==> config.mk <==
export PLATFORM = sky130hd
export DESIGN_NAME = ecpri_wr_arb
export DESIGN_NICKNAME = d
export VERILOG_FILES = /design/src/rtl/ecpri_pkg.sv /design/src/rtl/ecpri_wr_arb_rr_arbiter.sv /design/src/rtl/ecpri_wr_arb.sv
export SDC_FILE = /design/constraint.sdc
export NUM_CORES = 1
export LEC_CHECK = 0
export ABC_AREA = 1
export BUFFER_PORTS_ARGS = -buffer_cell sky130_fd_sc_hd__buf_4
export CAP_MARGIN = 0
export CORE_MARGIN = 5
export CORE_UTILIZATION = 45
export DETAILED_ROUTE_END_ITERATION = 12
export HOLD_SLACK_MARGIN = 0.06
export PLACE_DENSITY = 0.72
export SYNTH_ARGS = -nofsm -noshare
export SYNTH_HDL_FRONTEND = slang
export SYNTH_SLANG_ARGS = --single-unit
export TNS_END_PERCENT = 1
==> constraint.sdc <==
create_clock -name inp_clk -period 2.7 [get_ports inp_clk]
set_clock_uncertainty 0.2 [all_clocks]
set_input_delay 0.54 -clock inp_clk [delete_from_list [all_inputs] [get_ports inp_clk]]
set_output_delay 0.54 -clock inp_clk [all_outputs]
set_load 0.05 [all_outputs]
==> src/rtl/ecpri_pkg.sv <==
// Shared constants and FSM state encoding for the eCPRI write-side scheduler.
package ecpri_pkg;

    localparam logic [3:0] ECPRI_REV    = 4'h1;
    // Revision in the upper nibble, reserved bits and C (concatenation) all zero.
    localparam logic [7:0] HDR_BYTE0    = {ECPRI_REV, 3'b000, 1'b0};
    localparam logic [7:0] HDR_SIZE_MSB = 8'h00;

    localparam logic [7:0] IQ_DATA = 8'h00;
    localparam logic [7:0] RT_CTRL = 8'h02;

    typedef enum logic [2:0] {
        ST_IDLE,
        ST_HDR0,
        ST_HDR1,
        ST_HDR2,
        ST_HDR3,
        ST_PAY,
        ST_DONE
    } wr_state_e;

endpackage

==> src/rtl/ecpri_wr_arb_rr_arbiter.sv <==
// Combinational round-robin picker: the first set request after ptr, searching upward with wrap.
module rr_arbiter #(
    parameter int N  = 4,
    parameter int IW = (N > 1) ? $clog2(N) : 1
) (
    input  logic [N-1:0]  req,
    input  logic [IW-1:0] ptr,
    output logic [N-1:0]  gnt,
    output logic [IW-1:0] idx,
    output logic          any
);

    logic [IW:0]   cand;
    logic [IW-1:0] slot;

    always_comb begin
        gnt  = '0;
        idx  = '0;
        any  = 1'b0;
        cand = '0;
        slot = '0;
        // i runs to N so that ptr itself is the last candidate considered.
        for (int i = 1; i <= N; i++) begin
            cand = {1'b0, ptr} + (IW+1)'(i);
            if (cand >= (IW+1)'(N)) begin
                cand = cand - (IW+1)'(N);
            end
            slot = cand[IW-1:0];
            if (!any && req[slot]) begin
                any       = 1'b1;
                gnt[slot] = 1'b1;
                idx       = slot;
            end
        end
    end

endmodule

==> src/rtl/ecpri_wr_arb.sv <==
// Write-side scheduler for the shared eCPRI byte FIFO: round-robin message grant,
// 4-byte common header insertion, payload streaming and credit tracking from read pulses.
module ecpri_wr_arb
    import ecpri_pkg::*;
#(
    parameter int NUM_REQ = 4,
    parameter int DEPTH   = 8,
    parameter int LW      = 4
) (
    input  logic                 inp_clk,
    input  logic                 reset,
    input  logic [NUM_REQ-1:0]   req_valid,
    input  logic [8*NUM_REQ-1:0] req_type,
    input  logic [8*NUM_REQ-1:0] req_len,
    input  logic [8*NUM_REQ-1:0] req_data,
    output logic [NUM_REQ-1:0]   req_ack,
    output logic [NUM_REQ-1:0]   req_pop,
    input  logic                 fifo_rd,
    output logic [7:0]           inp_d,
    output logic                 write_flg,
    output logic [LW-1:0]        fifo_level,
    output logic [NUM_REQ-1:0]   grant,
    output logic                 msg_done,
    output logic                 err_underrun,
    output wr_state_e            dbg_state
);

    localparam int IW = (NUM_REQ > 1) ? $clog2(NUM_REQ) : 1;

    wr_state_e            state;
    logic [IW-1:0]        rr_ptr;
    logic [IW-1:0]        g_idx;
    logic [IW-1:0]        arb_idx;
    logic [NUM_REQ-1:0]   arb_gnt;
    logic                 arb_any;
    logic [7:0]           type_q;
    logic [7:0]           len_q;
    logic [7:0]           cnt;
    logic [7:0]           cur_data;
    logic                 take_ok;
    logic                 rd_ok;

    rr_arbiter #(.N(NUM_REQ), .IW(IW)) u_rr (
        .req (req_valid),
        .ptr (rr_ptr),
        .gnt (arb_gnt),
        .idx (arb_idx),
        .any (arb_any)
    );

    // Credit counts the byte already on its way (write_flg) as occupied.
    assign take_ok   = (fifo_level + LW'(write_flg)) < LW'(DEPTH);
    assign rd_ok     = fifo_rd && (fifo_level != '0);
    assign cur_data  = req_data[{g_idx, 3'b000} +: 8];
    assign req_pop   = ((state == ST_PAY) && take_ok) ? grant : '0;
    assign dbg_state = state;

    always_ff @(posedge inp_clk or negedge reset) begin
        if (!reset) begin
            state     <= ST_IDLE;
            rr_ptr    <= IW'(NUM_REQ - 1);
            g_idx     <= '0;
            grant     <= '0;
            req_ack   <= '0;
            type_q    <= '0;
            len_q     <= '0;
            cnt       <= '0;
            inp_d     <= '0;
            write_flg <= 1'b0;
            msg_done  <= 1'b0;
        end else begin
            write_flg <= 1'b0;
            req_ack   <= '0;
            msg_done  <= 1'b0;
            case (state)
                ST_IDLE: begin
                    if (arb_any) begin
                        req_ack <= arb_gnt;
                        grant   <= arb_gnt;
                        g_idx   <= arb_idx;
                        rr_ptr  <= arb_idx;
                        type_q  <= req_type[{arb_idx, 3'b000} +: 8];
                        len_q   <= req_len[{arb_idx, 3'b000} +: 8];
                        cnt     <= '0;
                        state   <= ST_HDR0;
                    end
                end
                ST_HDR0: if (take_ok) begin
                    inp_d     <= HDR_BYTE0;
                    write_flg <= 1'b1;
                    state     <= ST_HDR1;
                end
                ST_HDR1: if (take_ok) begin
                    inp_d     <= type_q;
                    write_flg <= 1'b1;
                    state     <= ST_HDR2;
                end
                ST_HDR2: if (take_ok) begin
                    inp_d     <= HDR_SIZE_MSB;
                    write_flg <= 1'b1;
                    state     <= ST_HDR3;
                end
                ST_HDR3: if (take_ok) begin
                    inp_d     <= len_q;
                    write_flg <= 1'b1;
                    state     <= (len_q != 8'd0) ? ST_PAY : ST_DONE;
                end
                ST_PAY: if (take_ok) begin
                    inp_d     <= cur_data;
                    write_flg <= 1'b1;
                    cnt       <= cnt + 8'd1;
                    if (cnt == len_q - 8'd1) begin
                        state <= ST_DONE;
                    end
                end
                ST_DONE: begin
                    msg_done <= 1'b1;
                    grant    <= '0;
                    state    <= ST_IDLE;
                end
                default: state <= ST_IDLE;
            endcase
        end
    end

    // A write and a valid read in the same cycle cancel out.
    always_ff @(posedge inp_clk or negedge reset) begin
        if (!reset) begin
            fifo_level   <= '0;
            err_underrun <= 1'b0;
        end else begin
            if (write_flg && !rd_ok) begin
                fifo_level <= fifo_level + LW'(1);
            end else if (!write_flg && rd_ok) begin
                fifo_level <= fifo_level - LW'(1);
            end
            if (fifo_rd && (fifo_level == '0)) begin
                err_underrun <= 1'b1;
            end
        end
    end

endmodule

Word-level counts from Yosys, hierarchy flattened
Index checks and enable logic that the tools add are counted.
{"block": "word_totals", "ff_bits": 54, "elab_cells": 150, "in_bits": 103, "output_inout_bits": 30}
{"block": "classes", "n_shift": 3, "n_mux": 60, "bitwise_logic": 3, "add_sub_neg": 13, "n_lt_le_gt_ge": 13, "n_reduce_logical": 31, "n_eq_ne": 14}
{"op": "$shiftx 32x6->8", "count": 3}
{"op": "$mux 8", "count": 7}
{"op": "$mux 4", "count": 10}
{"op": "$pmux 8 s5", "count": 1}
{"op": "$mux 3", "count": 7}
{"op": "$mux 2", "count": 9}
{"op": "$pmux 3 s6", "count": 1}
{"op": "$pmux 8 s2", "count": 1}
{"op": "$mux 1", "count": 15}
{"op": "$ge 3x3->1 const B", "count": 4}
{"op": "$logic_and 1x1->1", "count": 12}
{"op": "$lt 2x3->1 const B", "count": 4}
{"op": "$ne 2x2->1 const B", "count": 6}
{"op": "$or 4x4->4", "count": 3}
{"op": "$eq 3x3->1 const B", "count": 3}
{"op": "$add 8x1->8 const B", "count": 1}
{"op": "$bmux 1 s2", "count": 4}
{"op": "$demux 1 s2", "count": 4}
{"op": "$eq 8x8->1", "count": 1}
{"op": "$ge 2x1->1 const B", "count": 4}
{"op": "$pmux 4 s2", "count": 1}
{"op": "$reduce_bool 8->1", "count": 1}
{"op": "$sub 2x1->2 const B", "count": 4}
{"op": "$sub 8x1->8 const B", "count": 1}
{"op": "other kinds (21)", "count": 30}

Logic depth before layout (Yosys ltp)
Gate-level depths: netlist (run 1).
{"block": "logic_depth", "word_depth": 17, "ltp_mapped": 15, "ltp_nobuf": 15}

By module
From an unflattened synthesis (run 1), not the netlist that was laid out.
{"block": "unflattened", "hier_cells": 563, "area_unflattened_um2": 3970.1}
{"mod": "ecpri_wr_arb", "cells_each": 489, "seq_area_each_um2": 1353.8, "area_each_um2": 3512.1, "instances": 1}
{"mod": "rr_arbiter", "cells_each": 74, "seq_area_each_um2": 0.0, "area_each_um2": 457.9, "instances": 1}

Worst setup path before layout (run 1)
OpenSTA, ideal clock, no wires.
{"block": "synth_path", "path_type": "reg2out", "from": "register state[2], in the netlist dbg_state[2]", "to": "output req_pop[0]", "path_stages_with_launch": 6, "n_path_buf": 1, "t_required_ns": 1.960, "arrival_time_ns": 2.169, "setup_slack_ns": -0.209, "path_cell_list": "dfrtp_1 > clkbuf_2 > inv_1 > nor2_2 > nand2_1 > nor2_1"}
{"block": "synth_via", "elab_chain_len": 3}
{"item": "start: declaration", "line": "ecpri_wr_arb.sv:30", "source": "wr_state_e state;"}
{"item": "start signal: assignment", "line": "ecpri_wr_arb.sv:106", "source": "state <= (len_q != 8'd0) ? ST_PAY : ST_DONE;"}
{"item": "$eq 3x3->1", "line": "ecpri_wr_arb.sv:55", "source": "assign req_pop = ((state == ST_PAY) && take_ok) ? grant : '0;"}
{"item": "$logic_and 1x1->1", "line": "ecpri_wr_arb.sv:55"}
{"item": "$mux 4", "line": "ecpri_wr_arb.sv:55"}
{"item": "end: declaration", "line": "ecpri_wr_arb.sv:17", "source": "output logic [NUM_REQ-1:0] req_pop,"}
No other way between the ends.

Final worst setup path (run 1)
{"block": "layout_path", "from": "register fifo_level[0]", "to": "output req_pop[3]"}
{"block": "layout_via", "elab_chain_len": 4}
{"item": "start: declaration", "line": "ecpri_wr_arb.sv:21", "source": "output logic [LW-1:0] fifo_level,"}
{"item": "start signal: assignment", "line": "ecpri_wr_arb.sv:133", "source": "fifo_level <= fifo_level + LW'(1);"}
{"item": "start signal: assignment", "line": "ecpri_wr_arb.sv:135", "source": "fifo_level <= fifo_level - LW'(1);"}
{"item": "$add 4x1->4", "line": "ecpri_wr_arb.sv:52", "source": "assign take_ok = (fifo_level + LW'(write_flg)) < LW'(DEPTH);"}
{"item": "$lt 4x4->1", "line": "ecpri_wr_arb.sv:52"}
{"item": "$logic_and 1x1->1", "line": "ecpri_wr_arb.sv:55"}
{"item": "$mux 4", "line": "ecpri_wr_arb.sv:55"}
No other way between the ends.

==> flow_metrics.tcl, run 1 <==
set metrics [dict create \
    status "completed" \
    p_switching_w 0.003817 \
    pre_cts_slack_ns 0.1077 \
    drv_cap 0 \
    area_growth_pct 30.11 \
    rows 34 \
    ys_seq_area_frac 0.3390 \
    rr_worst_depth 12 \
    placed_area_mm2 0.005057 \
    via_count 4268 \
    intPower_w 0.003060 \
    drt_pass1_iterations 4 \
    drive_gt1_frac 0.2589 \
    gp_congestion 0.8742 \
    synth_nets 692 \
    path_cells "buf_4 > nand4_1 > xor2_1 > nand2_2 > nor2_1 > buf_4" \
    ys_ff_latch 54 \
    required_ns 1.96 \
    io_pins 133 \
    grt_overflow_total 0 \
    num_antenna_cells 0 \
    synth_area_mm2 0.003994 \
    end_kind "output pin" \
    start_kind "flop" \
    clock.fmax_ghz 0.3902 \
    cpPeakStageDelay_ns 0.41 \
    min_path_type "in2async" \
    grt_max_degree 55 \
    wirelength_um 11810 \
    crit_top_cell "buf_4" \
    synth_top_area_share 0.3258 \
    r2r_slack_ns 0.25 \
    drtIter0Drc 216 \
    cp_num_buf_inv 2 \
    fp.dieH_um 104.2 \
    synth_edf_count 0 \
    crit_path_start "fifo_level[0]" \
    grt_use_total 0.2144 \
    synth_area_per_cell_um2 6.970 \
    vias_per_cell 5.289 \
    h-tree-depth 2 \
    pwr-share-seq 0.217 \
    grt_pass1_wl_um 19740 \
    die_w_um 104.2 \
    pwr-share-clk 0.065 \
    power.leakage_nw 2.682 \
    finalNetCount 818 \
    tightest_slew_ns 0.6675 \
    yosysUniqueCellTypes 43 \
    worst-setup-path-type "reg2out" \
    ir_worst_vdd_uv 978.5 \
    fill_cells 807 \
    clk_pin_slew_ns 0.10 \
    postRouteAntennaNets 0 \
    hold_buffers 0 \
    grt_pass1_vias 4119 \
    cellPowerDensity_mw_per_mm2 1323 \
    tritoncts "built" \
    yosys.area.top_type "dfrtp_1" \
    drc 0 \
    crit_slowest_cell "dfrtp_1" \
    pwr-share-comb 0.718 \
    timing.rr.start "fifo_level[1]" \
    path_max_fanout 5 \
    fin_ws_ns 0.1370 \
    portBuffers 132 \
    fin_area_mm2 0.005196 \
    slew-limit-headroom 0.5550 \
    ys_top_cells_by_area "dfrtp_1, nand3_1, nand2_1" \
    cts_made_buffers 5 \
    ys_dominant_reg_cell "dfrtp_1" \
    yosys_warnings 0 \
    async_reset_ff_frac 1.000 \
    cts_root_buf "clkbuf_8" \
    slew_viol_final 0 \
    core-area_mm2 0.008678 \
    critPathTopFamily "simple AND/OR/NAND/NOR gates" \
    hold_viol 0 \
    netSwitchingFraction 0.5551 \
    clkLatencyLatePin_ns 0.31 \
    syn_inst 573 \
    cp.arrival_ns 1.82 \
    antenna_found_initial 0 \
    rsz0062_at_grt "false" \
    initial_utilization 0.4602 \
    fin_tns_setup_ns 0 \
    finalCriticalPeriod_ns 2.563 \
    crit_cells 6 \
    setup_viol 0 \
    cts.sinks 54 \
    dp_hpwl_um 9333 \
    die-area_mm2 0.01086 \
    endpoint "req_pop[3]" \
    reg2reg_to "fifo_level[3]" \
    wl_per_cell_um 14.64 \
    timing.final.crit_share 0.9493 \
    clk_path_buf_depth 2 \
]
-- placed cells by master, fill, tap and decap left out, drive strengths merged --
cell / netlist / layout
clkbuf: 6 / 5
a22oi: 3 / 3
nor3: 1 / 1
mux2: 1 / 1
o22ai: 9 / 9
xnor2: 4 / 4
a21oi: 16 / 16
buf: 18 / 143
o21ai: 45 / 45
or3: 1 / 1
inv: 47 / 47
or2: 1 / 1
a21boi: 1 / 1
a22o: 1 / 1
fa: 1 / 1
nand4: 3 / 3
nor2: 46 / 46
nand3b: 1 / 1
nand2: 159 / 159
a32o: 1 / 1
o31ai: 7 / 7
dfrtp: 52 / 52
nor3b: 1 / 1
nor4: 1 / 1
a31oi: 3 / 3
dfstp: 2 / 2
nand3: 115 / 115
clkinvlp: 0 / 2
xor2: 10 / 10
ha: 15 / 15
a21o: 2 / 2
-- layout make-up --
type / count / area (um^2) / share of cell area
tap: 108 / 135.1 / 0.02601
clock inverter: 2 / 15.01 / 0.002889
sequential: 54 / 1355 / 0.2608
multi-input combinational: 448 / 2347 / 0.4517
clock buffer: 5 / 68.82 / 0.01324
timing repair buffer: 143 / 1094 / 0.2105
inverter: 47 / 181.4 / 0.03491
-- metrics by stage --
step	cells	util	hold slack [ns]	power, W
after floorplan	573	-	0.04441	0.005181
after global placement	799	0.5828	0.2433	0.006118
after detailed placement	799	0.5828	0.2455	0.006242
after CTS	806	0.5924	0.07707	0.006710
after global routing	807	0.5988	0.08915	0.007595
final	807	0.5988	0.04493	0.006877
-- kinds of logic (layout without fill, tap and decap cells) --
| kind of cell | after synthesis | in the layout | share of synthesized area |
|---|---|---|---|
| simple gates | 329 | 329 | 0.3675 |
| flops | 54 | 54 | 0.3390 |
| buf+inv | 71 | 197 | 0.07989 |
| mux | 1 | 1 | 0.002819 |
| compound gates | 88 | 88 | 0.1281 |
| fa+ha+maj | 16 | 16 | 0.05201 |
| xor+xnor | 14 | 14 | 0.03070 |
-- cell usage after synthesis (8+ instances only) --
master	number
nand2_1	149
nand3_1	112
dfrtp_1	52
nor2_1	44
inv_1	43
o21ai_0	40
a21oi_1	15
ha_1	15
buf_2	10
xor2_1	10
o22ai_1	9
nand2_2	8
-- metal layers --
metal | GRT usage | part of all wire | vias up
li1 | - | - | 2159
met1 | 0.2921 | 0.45 | 1944
met2 | 0.3479 | 0.47 | 152
met3 | 0.03973 | 0.066 | 13
met4 | 0.06105 | 0.016 | 0
met5 | 0 | 0 | -
-- power groups by stage --
stage                     logic, W  registers, W  clock network, W
after floorplan            0.00339       0.00180                 0
after detailed placement   0.00475       0.00150                 0
final                      0.00494       0.00149          0.000450
after global placement     0.00464       0.00148                 0
after global routing       0.00556       0.00154          0.000500
after CTS                  0.00477       0.00148          0.000464
-- worst register-to-register path: cells and delay by family, from the launching register on --
family	cells	cell delay, ns
buffers and inverters	2	0.17
AO/OA/AOI/OAI	2	0.33
XOR/XNOR	1	0.12
adder cells (fa/ha/maj)	2	0.46
flip-flops	1	0.47
AND/OR/NAND/NOR	5	0.59
-- sequential cells by signal (all words and copies together) (netlist names) --
signal and flops:
req_ack 4, g_idx 2, dbg_state 3, write_flg 1
inp_d 8, fifo_level 4, cnt 8, grant 4
type_q 8, rr_ptr 2, len_q 8, err_underrun 1
msg_done 1
-- worst min path at each step --
stage | from | to | depth (start not counted)
2_1_floorplan | reset | cnt[0] | 0
3_3_place_gp | err_underrun | err_underrun | 1
3_5_place_dp | err_underrun | err_underrun | 1
4_1_cts | reset | fifo_level[1] | 1
5_1_grt | reset | fifo_level[1] | 1
6_report | reset | fifo_level[1] | 1
-- timing repair --
action,4_1_cts,5_1_grt
setup buffers,0,1
resized for setup,0,8
setup endpoints to repair,0,19
No activity file was read; power rests on OpenSTA's default activity.
==> inputs of run 2 (changes only) <==
--- a/config.mk
+++ b/config.mk
@@ -10,6 +10,7 @@
 export CAP_MARGIN = 0
 export CORE_MARGIN = 5
 export CORE_UTILIZATION = 45
+export CTS_BUF_LIST = sky130_fd_sc_hd__clkbuf_4 sky130_fd_sc_hd__clkbuf_8
 export DETAILED_ROUTE_END_ITERATION = 12
 export HOLD_SLACK_MARGIN = 0.06
 export PLACE_DENSITY = 0.72
==> constraint.sdc (replaced) <==
create_clock -name inp_clk -period 2.8 [get_ports inp_clk]
set_clock_uncertainty 0.2 [all_clocks]
set_input_delay 0.56 -clock inp_clk [delete_from_list [all_inputs] [get_ports inp_clk]]
set_output_delay 0.56 -clock inp_clk [all_outputs]
set_load 0.05 [all_outputs]
==> run 2 against run 1 <==
  * Clock-buffer cell count up 1
  * Routed wire length is 0.36% higher
  * Cell count unchanged
  * Highest routed layer unchanged
==> flow_metrics.tcl, run 2 (synthesis results as in run 1) <==
set metrics [dict create \
    grt_use_total 0.2179 \
    setup_viol 0 \
    cpPeakStageDelay_ns 0.50 \
    final_cell_mix "nand2_1, buf_4, nand3_1" \
    wl_per_cell_um 14.69 \
    fp.dieH_um 104.2 \
    gp_congestion 0.8888 \
    p_total_w 0.006764 \
    grt_pass1_vias 4297 \
    h-tree-depth 2 \
    antenna_found_initial 0 \
    end_kind "output pin" \
    grt_max_degree 55 \
    area_growth_pct 30.67 \
    rows 34 \
    start_kind "flop" \
    status "completed" \
    final_common_cell "nand2_1" \
    worst-setup-path-type "reg2out" \
    required_ns 2.04 \
    cts_root_buf "clkbuf_8" \
    die-area_mm2 0.01086 \
    cts.sinks 54 \
    drive_gt1_frac 0.2561 \
    timing.final.crit_share 0.9259 \
    ir_worst_vdd_uv 1018 \
    dp_hpwl_um 9435 \
    cellPowerDensity_mw_per_mm2 1296 \
    tightest_slew_ns 0.6838 \
    finalCriticalPeriod_ns 2.593 \
    vias_per_cell 5.287 \
    drv_cap 0 \
    cp.arrival_ns 1.83 \
    crit_slowest_cell "dfrtp_1" \
    multi_input_area_mm2 0.002340 \
    tritoncts "built" \
    fill_cells 795 \
    grt_overflow_total 0 \
    min_path_type "in2async" \
    drc 0 \
    grt_pass1_wl_um 20060 \
    hold_buffers 0 \
    postRouteAntennaNets 0 \
    finalNetCount 817 \
    hold_viol 0 \
    die_w_um 104.2 \
    num_antenna_cells 0 \
    via_count 4267 \
    seq_area_mm2 0.001354 \
    utilization 0.6014 \
    initial_utilization 0.4602 \
    portBuffers 132 \
    io_pins 133 \
    path_max_fanout 6 \
    cts_made_buffers 5 \
    path_cells "nand4_1 > xor2_1 > nand2_1 > nor2_1 > buf_4" \
    clk_pin_slew_ns 0.10 \
    clk_path_buf_depth 2 \
    drt_pass1_iterations 5 \
    power.leakage_nw 2.697 \
    wirelength_um 11860 \
    clkLatencyLatePin_ns 0.31 \
    drtIter0Drc 251 \
    slew-limit-headroom 0.5441 \
    core-area_mm2 0.008678 \
    rsz0062_at_grt "false" \
    clock.fmax_ghz 0.3857 \
    slew_viol_final 0 \
]
==> run 2: changes by cell type in the layout (fill, tap and decap cells not counted) <==
cell,change
buf_6,-1
dfrtp_2,-1
bufinv_16,+1
buf_4,-1
buf_12,+1
nand2_1,+1
clkbuf_4,+1
dfrtp_1,+1
clkinvlp_4,-1
nand2_4,-1
==> run 2: timing repair <==
item | in CTS | in global routing
gates resized for setup | 0 | 3
setup buffers | 0 | 1
endpoints found under the setup margin | 0 | 17
==> run 2: metal layers <==
metal	global-route usage	routed length [um]	up-vias
met5	0	0	-
met4	0.05735	264	0
met3	0.04966	905	22
met2	0.3556	5512	181
met1	0.2912	5173	1914
li1	-	-	2150
==> run 2: area by class of cell <==
| class | count | share of cell area |
|---|---|---|
| Clock inverter | 2 | 0.007193 |
| Inverter | 47 | 0.03476 |
| Timing Repair Buffer | 142 | 0.2098 |
| Clock buffer | 6 | 0.01462 |
| Tap cell | 108 | 0.02589 |
| Multi-Input combinational cell | 448 | 0.4483 |
| Sequential cell | 54 | 0.2594 |
==> run 2: where the power goes <==
| part | internal (W) | switching (W) |
|---|---|---|
| clock network | 0.000277 | 0.000250 |
| registers | 0.00109 | 0.000351 |
| logic | 0.00172 | 0.00308 |
==> run 2: through the flow <==
stage	area, um^2	TNS [ns]	setup slack (ns)	instances	hold slack, ns
final	5219	0	0.2074	807	0.08284
after detailed placement	5062	0	0.1418	798	0.2734
after CTS	5176	0	0.1284	806	0.1027
after global routing	5219	0	0.04157	807	0.1327
after global placement	5062	0	0.2452	798	0.2421
after floorplan	3994	-0.5149	-0.1287	573	0.06441
==> run 2: worst max-delay path, delay by kind of cell (launching register included) <==
kind	cells	cell delay [ns]
flip-flops	1	0.50
XOR/XNOR	1	0.26
AND/OR/NAND/NOR	3	0.55
buffers and inverters	1	0.22
==> run 2: final timing paths <==
| kind | endpoint | start | slack, ns | cells after the start |
|---|---|---|---|---|
| max | req_pop[3] | fifo_level[0] | 0.21 | 5 |
| min in group inp_clk | err_underrun | fifo_rd | 0.27 | 2 |
| min reg2reg | type_q[6] | type_q[6] | 0.30 | 2 |
| max reg2reg | len_q[1] | rr_ptr[1] | 0.27 | 13 |
| max in group asynchronous | len_q[2] | reset | 1.86 | 1 |
| min | fifo_level[0] | reset | 0.08 | 1 |
==> inputs of run 3 (changes only) <==
--- a/config.mk
+++ b/config.mk
@@ -7,13 +7,12 @@
 export LEC_CHECK = 0
 export ABC_AREA = 1
 export BUFFER_PORTS_ARGS = -buffer_cell sky130_fd_sc_hd__buf_4
-export CAP_MARGIN = 0
 export CORE_MARGIN = 5
 export CORE_UTILIZATION = 45
 export CTS_BUF_LIST = sky130_fd_sc_hd__clkbuf_4 sky130_fd_sc_hd__clkbuf_8
 export DETAILED_ROUTE_END_ITERATION = 12
 export HOLD_SLACK_MARGIN = 0.06
-export PLACE_DENSITY = 0.72
+export PLACE_DENSITY = 0.75
 export SYNTH_ARGS = -nofsm -noshare
 export SYNTH_HDL_FRONTEND = slang
 export SYNTH_SLANG_ARGS = --single-unit
==> constraint.sdc (replaced) <==
create_clock -name inp_clk -period 2.1 [get_ports inp_clk]
set_clock_uncertainty 0.2 [all_clocks]
set_input_delay 0.42 -clock inp_clk [delete_from_list [all_inputs] [get_ports inp_clk]]
set_output_delay 0.42 -clock inp_clk [all_outputs]
set_load 0.05 [all_outputs]
==> run 3 against run 2 <==
  * Largest cell class unchanged
  * Global-route usage rose by 0.53 points
  * Sequential cell count did not move
  * Routed wire length rose by 5.0%
  * Combinational power rose by 64%
  * Critical path depth rose by 9
  * Die area did not move
  * Sequential power rose by 25%
  * The flow now finishes with violations (setup timing)
==> flow_metrics.tcl, run 3 (synthesis results as in run 1) <==
set metrics [dict create \
    h-tree-depth 2 \
    end_kind "flop" \
    core-area_mm2 0.008678 \
    gp_congestion 0.9329 \
    wirelength_um 12450 \
    timing.final.crit_share 1.095 \
    io_pins 133 \
    fp.dieH_um 104.2 \
    worst-setup-path-type "reg2reg" \
    setup_viol 28 \
    drc 0 \
    start_kind "flop" \
    dp_hpwl_um 9765 \
    pre_cts_slack_ns -0.2332 \
    rows 34 \
    final_common_cell "buf_4" \
    grt_overflow_total 0 \
    fin_tns_setup_ns -3.766 \
    clock.fmax_ghz 0.4348 \
    whs_ns 0.1292 \
    die-area_mm2 0.01086 \
    drt_pass1_iterations 5 \
    rsz0062_at_grt "true" \
    wl_per_cell_um 14.73 \
    required_ns 2.09 \
    cts_root_buf "clkbuf_8" \
    num_antenna_cells 0 \
    grt_pass1_wl_um 20640 \
    finalNetCount 855 \
    path_max_fanout 16 \
    cts_made_buffers 5 \
    grt_pass1_vias 4309 \
    drive_gt1_frac 0.3582 \
    cellPowerDensity_mw_per_mm2 1771 \
    area_growth_pct 45.02 \
    tightest_slew_ns 0.6846 \
    tritoncts "built" \
    die_w_um 104.2 \
    initial_utilization 0.4602 \
    status "finished with violations" \
    slew_viol_final 0 \
    finalCriticalPeriod_ns 2.300 \
    grt_use_total 0.2232 \
    clk_path_buf_depth 2 \
    antenna_found_initial 0 \
    cp.arrival_ns 2.29 \
    drtIter0Drc 219 \
    final_cell_mix "buf_4, nand2_1, nand3_1" \
    min_path_type "in2reg" \
    hold_viol 0 \
    via_count 4518 \
    utilization 0.6674 \
    fin_ws_ns -0.1999 \
    portBuffers 132 \
    clkLatencyLatePin_ns 0.31 \
    drv_cap 0 \
    cts.sinks 54 \
    power.leakage_nw 2.910 \
    ir_worst_vdd_uv 1243 \
    clk_pin_slew_ns 0.11 \
    violations "setup timing" \
    vias_per_cell 5.347 \
    postRouteAntennaNets 0 \
    grt_max_degree 55 \
    slew-limit-headroom 0.5436 \
]
run 3: changes by cell type in the layout (fill, tap and decap cells not counted), sizes merged:
| cell | delta |
|---|---|
| buf | +36 |
| bufinv | -1 |
| clkinv | +2 |
| clkinvlp | +1 |
| dlygate4sd3 | +1 |
| inv | -1 |
run 3: report_power, final:
part           total (W)  switching [W]  internal (W)
clock network   0.000596       0.000360      0.000236
registers        0.00180       0.000328       0.00147
logic            0.00787        0.00478       0.00309
total             0.0103        0.00546       0.00479
run 3: per-stage QoR:
stage | cell area (um^2) | cells | power, W
4_1_cts | 5613 | 841 | 0.009696
3_3_place_gp | 5399 | 829 | 0.008681
2_1_floorplan | 4073 | 573 | 0.006776
6_report | 5792 | 845 | 0.01026
5_1_grt | 5792 | 845 | 0.01119
3_5_place_dp | 5399 | 829 | 0.008858
run 3: worst paths after layout:
path / endpoint / startpoint / slack [ns] / cells after the start
setup reg to reg: len_q[4] / rr_ptr[0] / -0.20 / 14
min in group asynchronous: fifo_level[1] / reset / 0.49 / 2
setup / recovery: len_q[4] / rr_ptr[0] / -0.20 / 14
hold / removal: err_underrun / fifo_rd / 0.13 / 2
hold reg to reg: err_underrun / err_underrun / 0.27 / 1
max in group asynchronous: dbg_state[1] / reset / 0.72 / 2
run 3: critical path, stage by stage, from the launching register on:
cell and delay [ns]:
dfstp_2 0.61, inv_6 0.06, ha_4 0.28, inv_2 0.04, nand2_2 0.09, nand2_4 0.06, inv_2 0.09, nand2_2 0.07
nand3_4 0.12, nand2_4 0.09, clkbuf_16 0.19, nand2_1 0.07, nand3_1 0.06, nand3_1 0.10, nand2_1 0.06
run 3: area by class of cell:
class	count	area, um^2
fillers	744	2887
multi-input cells	448	2556
repair buffers	180	1458
flip-flops and latches	54	1363
inverters	47	190.2
well taps	108	135.1
clock buffers	5	68.82
clock inverters	3	21.27
run 3: repair_timing:
| action | 4_1_cts | 5_1_grt |
|---|---|---|
| hold buffers | 1 | 0 |
| endpoints found under the hold margin | 52 | 0 |
| buffers inserted | 3 | 3 |
| pin swaps | 9 | 13 |
| gates cloned | 0 | 1 |
| endpoints found under the setup margin | 41 | 47 |
| resized for setup | 28 | 35 |
run 3: metal layers:
| metal | global-route usage | share of wire | up-vias |
|---|---|---|---|
| met1 | 0.3011 | 0.42 | 2096 |
| met4 | 0.03885 | 0.012 | 0 |
| met2 | 0.3834 | 0.50 | 168 |
| met5 | 0 | 0 | - |
| met3 | 0.03352 | 0.064 | 12 |
| li1 | - | - | 2242 |
